$ cat config.mk
export PLATFORM = sky130hd
export DESIGN_NAME = ahb_uart_rx_flat
export DESIGN_NICKNAME = d
export VERILOG_FILES = /design/src/rtl/ahb_uart_rx_if.sv /design/src/rtl/ahb_uart_rx.sv /design/src/flat_wrapper.sv
export SDC_FILE = /design/constraint.sdc
export NUM_CORES = 1
export LEC_CHECK = 0
export ABC_AREA = 0
export BUFFER_PORTS_ARGS = -buffer_cell sky130_fd_sc_hd__buf_2
export CAP_MARGIN = 20
export CORE_UTILIZATION = 45
export CTS_BUF_LIST = sky130_fd_sc_hd__clkbuf_2 sky130_fd_sc_hd__clkbuf_4 sky130_fd_sc_hd__clkbuf_8
export DETAILED_ROUTE_END_ITERATION = 7
export PLACE_DENSITY_LB_ADDON = 0.2
export RECOVER_POWER = 50
export SETUP_SLACK_MARGIN = 0.02
export SLEW_MARGIN = 20
export SYNTH_ARGS = -nofsm -noshare
export SYNTH_HDL_FRONTEND = slang
export SYNTH_SLANG_ARGS = --single-unit
$ cat constraint.sdc
create_clock -name HCLK -period 3.04 [get_ports HCLK]
set_input_delay 0.456 -clock HCLK [delete_from_list [all_inputs] [get_ports HCLK]]
set_output_delay 0.456 -clock HCLK [all_outputs]
set_load 0.005 [all_outputs]
$ cat src/rtl/ahb_uart_rx_if.sv
// ahb_uart_rx_if: AHB-lite slave bus bundle for the UART receiver
interface ahb_uart_rx_if;
  logic [31:0] HADDR;
  logic [31:0] HWDATA;
  logic [31:0] HRDATA;
  logic        HWRITE;
  logic        HSEL;
  logic        HREADY;
  logic        HRESP;
  modport master (output HADDR, HWDATA, HWRITE, HSEL, input HRDATA, HREADY, HRESP);
  modport slave (input HADDR, HWDATA, HWRITE, HSEL, output HRDATA, HREADY, HRESP);
endinterface

$ cat src/rtl/ahb_uart_rx.sv
// ahb_uart_rx: AHB-lite slave wrapping an 8N1 UART receiver with DATA/STAT/DVDR registers
module ahb_uart_rx #(
  parameter logic [31:0] DEFAULT_DIVIDER = 32'd434
) (
  input  logic         HCLK,
  input  logic         HRESET,
  ahb_uart_rx_if.slave bus,
  input  logic         UART_RX,
  output logic         RX_IRQ
);
  typedef enum logic [1:0] {IDLE, START, DATA, STOP} state_t;
  state_t      state_q, state_d;
  logic [31:0] cnt_q, cnt_d, div_q, div_d, dvdr_q, dvdr_d, div_new;
  logic [7:0]  shift_q, shift_d, rx_data_q, rx_data_d;
  logic [2:0]  bit_q, bit_d, sync_q, sync_d;
  logic [3:0]  addr_q, addr_d;
  logic        write_q, write_d, sel_q, sel_d;
  logic        rx_valid_q, rx_valid_d, rx_busy_q, rx_busy_d;
  logic        overrun_q, overrun_d, frame_err_q, frame_err_d;
  logic        line, fall, expire, good, bad, rd_data, wr_stat, wr_dvdr, unused_haddr;

  assign line    = sync_q[1];
  assign fall    = sync_q[2] & ~sync_q[1];
  assign expire  = cnt_q == 32'd0;
  assign div_new = dvdr_q < 32'd2 ? 32'd2 : dvdr_q;
  assign rd_data = sel_q & ~write_q & (addr_q == 4'd0);
  assign wr_stat = sel_q & write_q & (addr_q == 4'd1);
  assign wr_dvdr = sel_q & write_q & (addr_q == 4'd2);
  assign bus.HREADY = 1'b1;
  assign bus.HRESP  = 1'b0;
  assign RX_IRQ     = rx_valid_q;
  assign unused_haddr = ^{bus.HADDR[31:6], bus.HADDR[1:0]};

  // state and register storage, all cleared by synchronous reset
  always_ff @(posedge HCLK) begin
    if (HRESET) begin
      state_q     <= IDLE;
      cnt_q       <= '0;
      div_q       <= '0;
      dvdr_q      <= DEFAULT_DIVIDER;
      shift_q     <= '0;
      bit_q       <= '0;
      sync_q      <= '1;
      rx_data_q   <= '0;
      rx_valid_q  <= 1'b0;
      rx_busy_q   <= 1'b0;
      overrun_q   <= 1'b0;
      frame_err_q <= 1'b0;
      addr_q      <= '0;
      write_q     <= 1'b0;
      sel_q       <= 1'b0;
    end else begin
      state_q     <= state_d;
      cnt_q       <= cnt_d;
      div_q       <= div_d;
      dvdr_q      <= dvdr_d;
      shift_q     <= shift_d;
      bit_q       <= bit_d;
      sync_q      <= sync_d;
      rx_data_q   <= rx_data_d;
      rx_valid_q  <= rx_valid_d;
      rx_busy_q   <= rx_busy_d;
      overrun_q   <= overrun_d;
      frame_err_q <= frame_err_d;
      addr_q      <= addr_d;
      write_q     <= write_d;
      sel_q       <= sel_d;
    end
  end

  // receive FSM: mid-bit sampling driven by a down-counter reloaded from the latched divider
  always_comb begin
    state_d   = state_q;
    cnt_d     = cnt_q;
    div_d     = div_q;
    shift_d   = shift_q;
    bit_d     = bit_q;
    rx_busy_d = rx_busy_q;
    good      = 1'b0;
    bad       = 1'b0;
    case (state_q)
      IDLE: if (fall) begin
        div_d     = div_new;
        cnt_d     = (div_new >> 1) - 32'd1;
        rx_busy_d = 1'b1;
        state_d   = START;
      end
      START: if (!expire) cnt_d = cnt_q - 32'd1;
      else if (!line) begin
        cnt_d   = div_q - 32'd1;
        bit_d   = '0;
        state_d = DATA;
      end else begin
        rx_busy_d = 1'b0;
        state_d   = IDLE;
      end
      DATA: if (!expire) cnt_d = cnt_q - 32'd1;
      else begin
        shift_d = {line, shift_q[7:1]};
        cnt_d   = div_q - 32'd1;
        bit_d   = bit_q + 3'd1;
        state_d = bit_q == 3'd7 ? STOP : DATA;
      end
      STOP: if (!expire) cnt_d = cnt_q - 32'd1;
      else begin
        good      = line;
        bad       = ~line;
        rx_busy_d = 1'b0;
        state_d   = IDLE;
      end
      default: state_d = IDLE;
    endcase
  end

  // bus phase capture, synchronizer and status flags; set events beat clears
  always_comb begin
    addr_d      = bus.HADDR[5:2];
    write_d     = bus.HWRITE;
    sel_d       = bus.HSEL;
    sync_d      = {sync_q[1:0], UART_RX};
    dvdr_d      = wr_dvdr ? bus.HWDATA : dvdr_q;
    rx_data_d   = good & (~rx_valid_q | rd_data) ? shift_q : rx_data_q;
    rx_valid_d  = good | (rx_valid_q & ~rd_data);
    overrun_d   = (good & rx_valid_q & ~rd_data) | (overrun_q & ~(wr_stat & bus.HWDATA[3]));
    frame_err_d = bad | (frame_err_q & ~(wr_stat & bus.HWDATA[2]));
  end

  // read mux; STAT status bits line up with their write-one-to-clear positions
  always_comb begin
    bus.HRDATA = addr_q == 4'd0 ? {24'b0, rx_data_q} :
                 addr_q == 4'd1 ? {16'h55AA, 12'b0, overrun_q, frame_err_q, rx_valid_q, rx_busy_q} :
                 addr_q == 4'd2 ? dvdr_q : 32'd0;
  end
endmodule

$ cat src/flat_wrapper.sv
// flat-port wrapper written by rule: the top's interface ports become plain ports
module ahb_uart_rx_flat 
#(
  parameter logic [31:0] DEFAULT_DIVIDER = 32'd434
)
  (HCLK, HRESET, UART_RX, RX_IRQ, bus_HADDR, bus_HWDATA, bus_HWRITE, bus_HSEL, bus_HRDATA, bus_HREADY, bus_HRESP);
  ahb_uart_rx_if bus_i ();
  input  logic HCLK;
  input  logic HRESET;
  input  logic UART_RX;
  output logic RX_IRQ;
  input wire logic [$bits(bus_i.HADDR)-1:0] bus_HADDR;
  input wire logic [$bits(bus_i.HWDATA)-1:0] bus_HWDATA;
  input wire logic [$bits(bus_i.HWRITE)-1:0] bus_HWRITE;
  input wire logic [$bits(bus_i.HSEL)-1:0] bus_HSEL;
  output wire logic [$bits(bus_i.HRDATA)-1:0] bus_HRDATA;
  output wire logic [$bits(bus_i.HREADY)-1:0] bus_HREADY;
  output wire logic [$bits(bus_i.HRESP)-1:0] bus_HRESP;
  assign bus_i.HADDR = bus_HADDR;
  assign bus_i.HWDATA = bus_HWDATA;
  assign bus_i.HWRITE = bus_HWRITE;
  assign bus_i.HSEL = bus_HSEL;
  assign bus_HRDATA = bus_i.HRDATA;
  assign bus_HREADY = bus_i.HREADY;
  assign bus_HRESP = bus_i.HRESP;
  ahb_uart_rx #(.DEFAULT_DIVIDER(DEFAULT_DIVIDER)) u_core (.HCLK(HCLK), .HRESET(HRESET), .bus(bus_i), .UART_RX(UART_RX), .RX_IRQ(RX_IRQ));
endmodule
# ---- Word level (Yosys, flattened, before mapping)
# Index checks and enable logic that the tools add are counted.
dict set report totals {
  regBits 130
  out_inout_bits 35
  word_cells 99
}
dict set report classes {
  addsub 4
  n_lt_le_gt_ge 1
  eq_ne 14
  mux 30
  n_bitwise 24
  n_reduce_logical 11
}
# op count
set op_table {}
lappend op_table {{2-to-1 mux 32 bit} 9}
lappend op_table {{one-hot mux 32 bit (4 select lines)} 1}
lappend op_table {{subtractor 32 x 1 -> 32 bit, second input constant} 2}
lappend op_table {{logical NOT 32 bit} 1}
lappend op_table {{less-than comparator 32 x 2 -> 1 bit, second input constant} 1}
lappend op_table {{subtractor 31 x 1 -> 32 bit, second input constant} 1}
lappend op_table {{bitwise AND 1 bit} 14}
lappend op_table {{2-to-1 mux 2 bit} 5}
lappend op_table {{inequality test 2 x 1 -> 1 bit, second input constant} 5}
lappend op_table {{2-to-1 mux 1 bit} 9}
lappend op_table {{2-to-1 mux 3 bit} 3}
lappend op_table {{one-hot mux 2 bit (4 select lines)} 1}
lappend op_table {{AND reduction 4 bit} 2}
lappend op_table {{NOT 1 bit} 6}
lappend op_table {{one-hot mux 3 bit (2 select lines)} 1}
lappend op_table {{AND reduction 5 bit} 1}
lappend op_table {{== test 2 bit, second input constant} 2}
lappend op_table {{== test 4 x 1 -> 1 bit, second input constant} 1}
lappend op_table {{== test 4 x 2 -> 1 bit, second input constant} 1}
lappend op_table {{logical NOT 4 bit} 1}
lappend op_table {{inequality test 2 bit, second input constant} 2}
lappend op_table {{bitwise OR 1 bit} 4}
lappend op_table {{AND reduction 2 bit} 2}
lappend op_table {{adder 3 x 1 -> 3 bit, second input constant} 1}
lappend op_table {{other kinds (8)} 8}

# ---- Logic depth before layout (Yosys ltp)
# Gate-level depths: netlist (run 1).
dict set report logic_depth {
  ltp_word 6
  depth_mapped 13
}

# ---- Worst setup path after synthesis (run 1)
# OpenSTA, ideal clock, no wires.
dict set report synth_path {
  kind {reg-to-reg}
  start {reg u_core.dvdr_q[3]}
  end {reg u_core.cnt_q[18]}
  arrival_ns 2.969
  path_slack_ns 0.012
  stages_incl_launch_ff 14
  n_path_buf 1
  cell_sequence {dfxtp_1 -> clkbuf_1 -> or4_1 -> nor3b_1 -> nand4_1 -> nor2b_1 -> ha_1 -> nor4b_1 -> nand4_1 -> nor2_1 -> xnor2_1 -> a211oi_1 -> a31o_1 -> a22o_1}
}
dict set report synth_between {
  elab_chain_len 5
}
# item line_no
set synth_rtl {}
lappend synth_rtl {{start: declaration} ahb_uart_rx.sv:13} ;# logic [31:0] cnt_q, cnt_d, div_q, div_d, dvdr_q, dvdr_d, div_new;
lappend synth_rtl {{start signal: assignment} ahb_uart_rx.sv:56} ;# dvdr_q <= dvdr_d;
lappend synth_rtl {{less-than comparator 32 x 2 -> 1 bit} ahb_uart_rx.sv:25} ;# assign div_new = dvdr_q < 32'd2 ? 32'd2 : dvdr_q;
lappend synth_rtl {{2-to-1 mux 32 bit *} ahb_uart_rx.sv:25}
lappend synth_rtl {{subtractor 31 x 1 -> 32 bit *} ahb_uart_rx.sv:84} ;# cnt_d = (div_new >> 1) - 32'd1;
lappend synth_rtl {{2-to-1 mux 32 bit *} ahb_uart_rx.sv:82} ;# IDLE: if (fall) begin
lappend synth_rtl {{one-hot mux 32 bit (4 select lines) *} ahb_uart_rx.sv:81} ;# case (state_q)
lappend synth_rtl {{end signal: assignment} ahb_uart_rx.sv:54} ;# cnt_q <= cnt_d;
lappend synth_rtl {{end: declaration} ahb_uart_rx.sv:13}
# Mark *: on every way between the ends. The rest lies on a longest branch, timed or not. The select of a mux whose other input is x is not followed.
# A chain may end at the register's enable or synchronous reset.

# ---- Worst setup path after layout (run 1)
dict set report layout_path {
  start {reg u_core.cnt_q[15]}
  end {reg u_core.cnt_q[23]}
}
dict set report layout_between {
  elab_chain_len 3
  word_cells_on_any_way 9
}
# item line_no
set layout_rtl {}
lappend layout_rtl {{subtractor 32 x 1 -> 32 bit or logical NOT 32 bit (tied branches)} --}
lappend layout_rtl {{2-to-1 mux 32 bit (tied with other cells)} ahb_uart_rx.sv:104} ;# STOP: if (!expire) cnt_d = cnt_q - 32'd1;
lappend layout_rtl {{one-hot mux 32 bit (4 select lines) or AND reduction 3 bit (tied branches)} --}
# Several ways; a longest one is shown, not always the timed one. The select of a mux whose other input is x is not followed.

==> flow_summary_export.csv, run 1 <==
group,metric,value,unit
outcome,status,"completed",
detailed_routing,num_vias,7449,
logic_synthesis,synth.top_cell.area_share,34.6,%
critical_path,end_kind,"flip-flop",
floorplan,start_util,46.7,%
sta,finalHoldViolations,0,
logic_synthesis,syn-num-nets,1068,
logic_synthesis,ys_seq_area_share,34.6,%
logic_synthesis,yosys.area_share.simple,29.3,%
floorplan,coreArea,0.0161,sq mm
final_layout,antenna_cells,0,
logic_synthesis,async_flop_share,0,%
logic_synthesis,yosys-top-cells-area,"dfxtp_1 35%, nand2_1 9.8%, a21oi_1 7.1%",
detailed_routing,drt-met1-wl,10.8,mm
logic_synthesis,synth-compound-area-share,19.1,%
critical_path,cp_slowest_cell,"or4_4",
sta,setup_viol,0,
final_layout,fillers,1577,
sta,worst_pin_slew,0.812,ns
logic_synthesis,synth_xor_area_share,8.38,%
global_route,grt-ovfl-total,0,
sta,setup_tns,0,ns
detailed_routing,routed.top_layer,"met4",
final_layout,final_cell_mix,"196 x nand2_1, 130 x dfxtp_1, 107 x a21oi_1, 87 x buf_4, 67 x buf_2",
logic_synthesis,synth_area,0.00752,sq mm
detailed_routing,routedWlPerCell,16.4,um
placement,post-dp-hpwl,16.0,mm
critical_path,crit_chain,"or4_4 -> or4_1 -> buf_4 -> nor4_4 -> o21ai_4 -> a221o_1 -> a32oi_1 -> o21ai_0",
clocking,path_clk_slew,0.08,ns
clocking,cts_root_buf,"clkbuf_8",
detailed_routing,drt_iter0_drc,692,
detailed_routing,routed_via_density,5.59,
final_layout,layout.cells.non_filler,1332,
sta,fmax,344,MHz
logic_synthesis,ys_types,72,
clocking,clock_sinks,130,
detailed_routing,drt-pass1-iter-count,6,
clocking,clk_latency,0.46,ns
final_layout,final_common_cell,"nand2_1",
sta,fin_crit_sh,95.6,%
detailed_routing,drtAntennaViolNets,0,
run,cap_violations,0,
min_path,hold_class,"primary input to flip-flop",
final_layout,post-route-util,56.0,%
logic_synthesis,muxShareOfSynthArea,1.88,%
placement,placed_cell_area,0.00855,sq mm
detailed_routing,drc_errors,0,
floorplan,rows,46,
global_route,grtUsageTotal,25.3,%
logic_synthesis,avgSynthCellArea,7.61,sq um
power,power_density,639,mW/mm^2
floorplan,die_w,131,um
global_route,grt_pass1_vias,6577,
placement,io_buffers,73,
logic_synthesis,synth-seq-cells,130,
detailed_routing,finalWirelength,21.9,mm
logic_synthesis,synth_area_leader_cell,"dfxtp_1",
detailed_routing,wl_met3,1.40,mm
placement,place_ws,-0.0904,ns
critical_path,worst_path_dominant_cell_family,"simple AND/OR/NAND/NOR gates",
logic_synthesis,synthCells,989,
clocking,cts_tree,"built",
logic_synthesis,synth_top_family_by_area,"simple AND/OR/NAND/NOR gates",
final_layout,final_cell_area,0.00902,sq mm
clocking,numCtsBuffers,17,
placement,gp_congestion,0.876,
final_layout,layout.nets,1182,
power,peakVddDrop,267,uV
logic_synthesis,synth_top_flop_cell,"dfxtp_1",
sta,period_needed,2.91,ns
floorplan,die_area,0.0172,sq mm
critical_path,crit_required,3.37,ns
global_route,grt_pass1_wl,34.8,mm
clocking,postCtsHoldBufs,0,
critical_path,critPathArrivalTime,3.24,ns
critical_path,cp_max_fo,8,
logic_synthesis,synth_edf_count,0,
critical_path,slowest_delay,0.56,ns
power,p_leak,3.75,nW
detailed_routing,wl_met2,9.32,mm
sta,relSlewSlack,45.9,%
global_route,antenna_found_initial,0,
sta,final.setup.worst_slack,0.133,ns
critical_path,path_class,"flip-flop to flip-flop",
critical_path,critical_path_buf_inv_count,1,
final_layout,areaGrowthSynthToFinish,19.8,%
critical_path,startpoint_type,"flip-flop",
floorplan,die_h,131,um
clocking,h-tree-depth,4,
sta,skew,0.0102,ns
sta,rsz0062_at_grt,"false",
floorplan,top_level_ports,104,
global_route,grt_max_degree,75,
logic_synthesis,yosysWarnings,0,
placement,place_inst,1299,
logic_synthesis,yosys.area_share.adder,1.66,%
final_layout,drive_gt1_share,19.4,%
sta,slew_violations,0,
clocking,ctsLongestPathBuffers,2,
[sequential cells by signal (all words and copies together), names as in the netlist, named ones only]
signal / count
u_core.RX_IRQ: 1
u_core.frame_err_q: 1
u_core.div_q: 32
u_core.dvdr_q: 32
u_core.sync_q: 3
u_core.addr_q: 4
u_core.state_q: 1
u_core.overrun_q: 1
u_core.write_q: 1
u_core.shift_q: 8
u_core.cnt_q: 32
u_core.sel_q: 1
u_core.bit_q: 3
u_core.rx_data_q: 8
u_core.rx_busy_q: 1
[per-stage QoR]
step           hold slack [ns]  total power [mW]
4_1_cts                  0.155              5.72
3_3_place_gp             0.406              4.11
6_report                 0.173              5.76
5_1_grt                  0.159              6.05
2_1_floorplan            0.389              3.43
3_5_place_dp             0.399              4.12
[layout make-up]
class,instances,area (sq um),area share (%)
repair buffers,165,1050,11.6
inverters,17,63.8,0.708
clock inverters,14,179,1.98
multi-input cells,772,4600,51.1
flip-flops and latches,130,2600,28.9
clock buffers,18,248,2.75
well taps,216,270,3.00
[metal layers]
metal | vias up | GRT usage, %
li1 | 3728 | -
met1 | 3403 | 36.2
met2 | 282 | 37.5
met3 | 36 | 4.98
met4 | 0 | 8.72
met5 | - | 0
[final timing paths]
kind,slack (ns),depth (start not counted),from,to
setup / recovery,0.13,8,u_core.cnt_q[15],u_core.cnt_q[23]
hold / removal,0.17,2,UART_RX,u_core.sync_q[0]
setup reg to reg,0.13,8,u_core.cnt_q[15],u_core.cnt_q[23]
hold reg to reg,0.42,1,u_core.sync_q[0],u_core.sync_q[1]
[worst register-to-register path, delay by kind of cell, from the launching register on]
kind	cells	cell delay [ns]
AND/OR/NAND/NOR	3	1.49
AO/OA/AOI/OAI	4	0.76
flip-flops	1	0.33
buffers and inverters	1	0.21
[cells in the mapped netlist, drive strengths merged (4+ instances only)]
cell	instances
nand2	197
dfxtp	130
a21oi	109
nor2	54
clkbuf	50
nand3	40
xnor2	38
xor2	34
nor3	33
nor4	30
buf	20
and2	19
o21ai	19
inv	17
or3	14
mux2i	13
nor2b	13
nand4	12
or4	12
a211oi	10
a21o	10
ha	10
nor3b	8
o221ai	8
o31ai	7
a22o	6
o211ai	6
a221oi	5
a32o	5
a211o	4
a221o	4
a22oi	4
a31oi	4
o41ai	4
or2	4
[report_power, final]
group / switching (mW) / leakage [nW] / internal, mW
sequential: 0.0976 / 1.05 / 1.78
clock: 0.770 / 0.200 / 0.844
combinational: 1.36 / 2.50 / 0.905
total: 2.23 / 3.75 / 3.53
[cell families (layout without fill, tap and decap cells)]
kind of cell,count (synthesis),in the layout
and+or+nand+nor,452,452
AOI/OAI and AO/OA,222,222
DFF,130,130
buffers and inverters,87,214
xor gates and xnor gates,72,72
muxes,14,14
adders and majority gates,10,10
other,2,2
[timing repair]
action                                  in CTS  in global routing
gates resized for setup                      1                  9
setup buffers                                0                  1
endpoints found under the setup margin       3                 19
cloned                                       0                  0
endpoints found under the hold margin        0                  0
pin swaps                                    0                  6
Note: power is estimated with default switching activity, not from simulation.
==> run 2, diff against run 1 <==
- CORE_UTILIZATION: 45 -> 54
==> run 2 against run 1 <==
Clock-buffer cell count is 1 lower; cell count down 3.2%; design area down 1.4%; hold slack is essentially flat.
==> flow_summary_export.csv, run 2 (synthesis results as in run 1) <==
group,metric,value,unit
clocking,cts_root_buf,"clkbuf_8",
clocking,path_clk_slew,0.08,ns
global_route,grtUsageTotal,30.1,%
final_layout,layout.nets,1179,
global_route,antenna_found_initial,0,
detailed_routing,routedWlPerCell,16.5,um
final_layout,antenna_cells,0,
clocking,ctsLongestPathBuffers,2,
sta,worst_pin_slew,0.951,ns
power,p_int,3.39,mW
final_layout,top_regs,"u_core.cnt_q x32, u_core.div_q x32, u_core.dvdr_q x32",
clocking,clk_latency,0.47,ns
critical_path,end_kind,"flip-flop",
min_path,hold_class,"primary input to flip-flop",
global_route,grt-ovfl-total,0,
min_path,min_from,"UART_RX",
clocking,clock_sinks,130,
detailed_routing,drtAntennaViolNets,0,
critical_path,crit_required,3.38,ns
power,power,5.60,mW
outcome,status,"completed",
detailed_routing,drt_iter0_drc,848,
sta,setup_viol,0,
global_route,grt_pass1_wl,34.3,mm
global_route,grt_max_degree,55,
critical_path,critical_path_buf_inv_count,2,
detailed_routing,num_vias,7552,
critical_path,r2r-start,"u_core.cnt_q[15]",
floorplan,die_area,0.0144,sq mm
placement,io_buffers,73,
clocking,postCtsHoldBufs,0,
final_layout,drive_gt1_share,19.0,%
detailed_routing,drt-pass1-iter-count,5,
power,seqPwrFrac,33.6,%
power,peakVddDrop,345,uV
critical_path,worst_path_dominant_cell_family,"simple AND/OR/NAND/NOR gates",
final_layout,final_common_cell,"nand2_1",
power,p_leak,3.70,nW
final_layout,areaGrowthSynthToFinish,18.2,%
floorplan,die_h,120,um
sta,skew,0.0108,ns
power,power.share.clock,27.3,%
power,power_density,630,mW/mm^2
placement,gp_congestion,0.945,
placement,post-dp-hpwl,15.5,mm
critical_path,crit_chain,"or4_4 -> or4_1 -> buf_4 -> nor4_4 -> buf_4 -> nand4_2 -> mux2i_1 -> nor2_1",
floorplan,die_w,120,um
critical_path,path_class,"flip-flop to flip-flop",
critical_path,cp_slowest_cell,"or4_4",
sta,slew_violations,0,
power,netSwitchingFraction,39.5,%
final_layout,post-route-util,66.4,%
floorplan,rows,42,
clocking,numCtsBuffers,17,
floorplan,coreArea,0.0134,sq mm
global_route,grt_pass1_vias,6721,
clocking,h-tree-depth,4,
floorplan,top_level_ports,104,
detailed_routing,finalWirelength,21.3,mm
floorplan,start_util,56.2,%
critical_path,cp_max_fo,8,
sta,fin_crit_sh,96.1,%
critical_path,critPathArrivalTime,3.26,ns
critical_path,startpoint,"u_core.cnt_q[15]",
sta,relSlewSlack,36.6,%
critical_path,startpoint_type,"flip-flop",
critical_path,slowest_delay,0.56,ns
run,cap_violations,0,
power,comb_power_share,39.2,%
detailed_routing,drc_errors,0,
critical_path,critical_path.most_common_cell,"buf_4",
sta,period_needed,2.92,ns
sta,fmax,342,MHz
clocking,cts_tree,"built",
power,switchingPower,2.21,mW
detailed_routing,routed_via_density,5.86,
final_layout,final_cell_mix,"196 x nand2_1, 130 x dfxtp_1, 107 x a21oi_1, 86 x buf_4, 68 x buf_2",
sta,finalHoldViolations,0,
-- run 2: layout make-up --
class,instances,area (sq um)
Multi-Input combinational cell,772,4580
Clock inverter,15,173
Timing Repair Buffer,162,1020
Tap cell,176,220
Inverter,17,63.8
Clock buffer,17,234
Fill cell,1186,4510
Sequential cell,130,2600
-- run 2: metal layers --
metal	track usage (%)	wire [um]
met5	0	0
met4	12.1	468
met1	43.5	9860
met2	43.6	9110
met3	5.70	1880
-- run 2: power groups by stage --
stage	logic [mW]	registers, mW	clock network, mW
2_1_floorplan	1.54	1.88	0
3_3_place_gp	2.12	1.91	0
3_5_place_dp	2.15	1.91	0
4_1_cts	2.16	1.87	1.54
5_1_grt	2.38	1.89	1.61
6_report	2.19	1.88	1.53
-- run 2: worst paths after layout --
check	cells past startpoint	end	slack (ns)
worst min register to register	1	u_core.sync_q[1]	0.41
worst min-delay path	2	u_core.sync_q[0]	0.17
worst max-delay path	8	u_core.rx_data_q[5]	0.12
worst max register to register	8	u_core.rx_data_q[5]	0.12
-- run 2: stage by stage --
stage / cells / TNS, ns / hold WS (ns) / instance area, sq um / worst slack, ns
after floorplan: 989 / 0 / 0.389 / 7530 / 0.0889
after global routing: 1289 / -0.00461 / 0.171 / 8890 / -0.00461
after CTS: 1286 / 0 / 0.153 / 8860 / 0.0218
after detailed placement: 1254 / 0 / 0.396 / 8460 / 0.0402
final: 1289 / 0 / 0.173 / 8890 / 0.120
after global placement: 1254 / 0 / 0.401 / 8460 / 0.0874
-- run 2: timing repair --
action / CTS / global route
resized for setup: 0 / 6
hold endpoints to repair: 0 / 0
setup endpoints to repair: 0 / 6
buffers inserted: 0 / 3
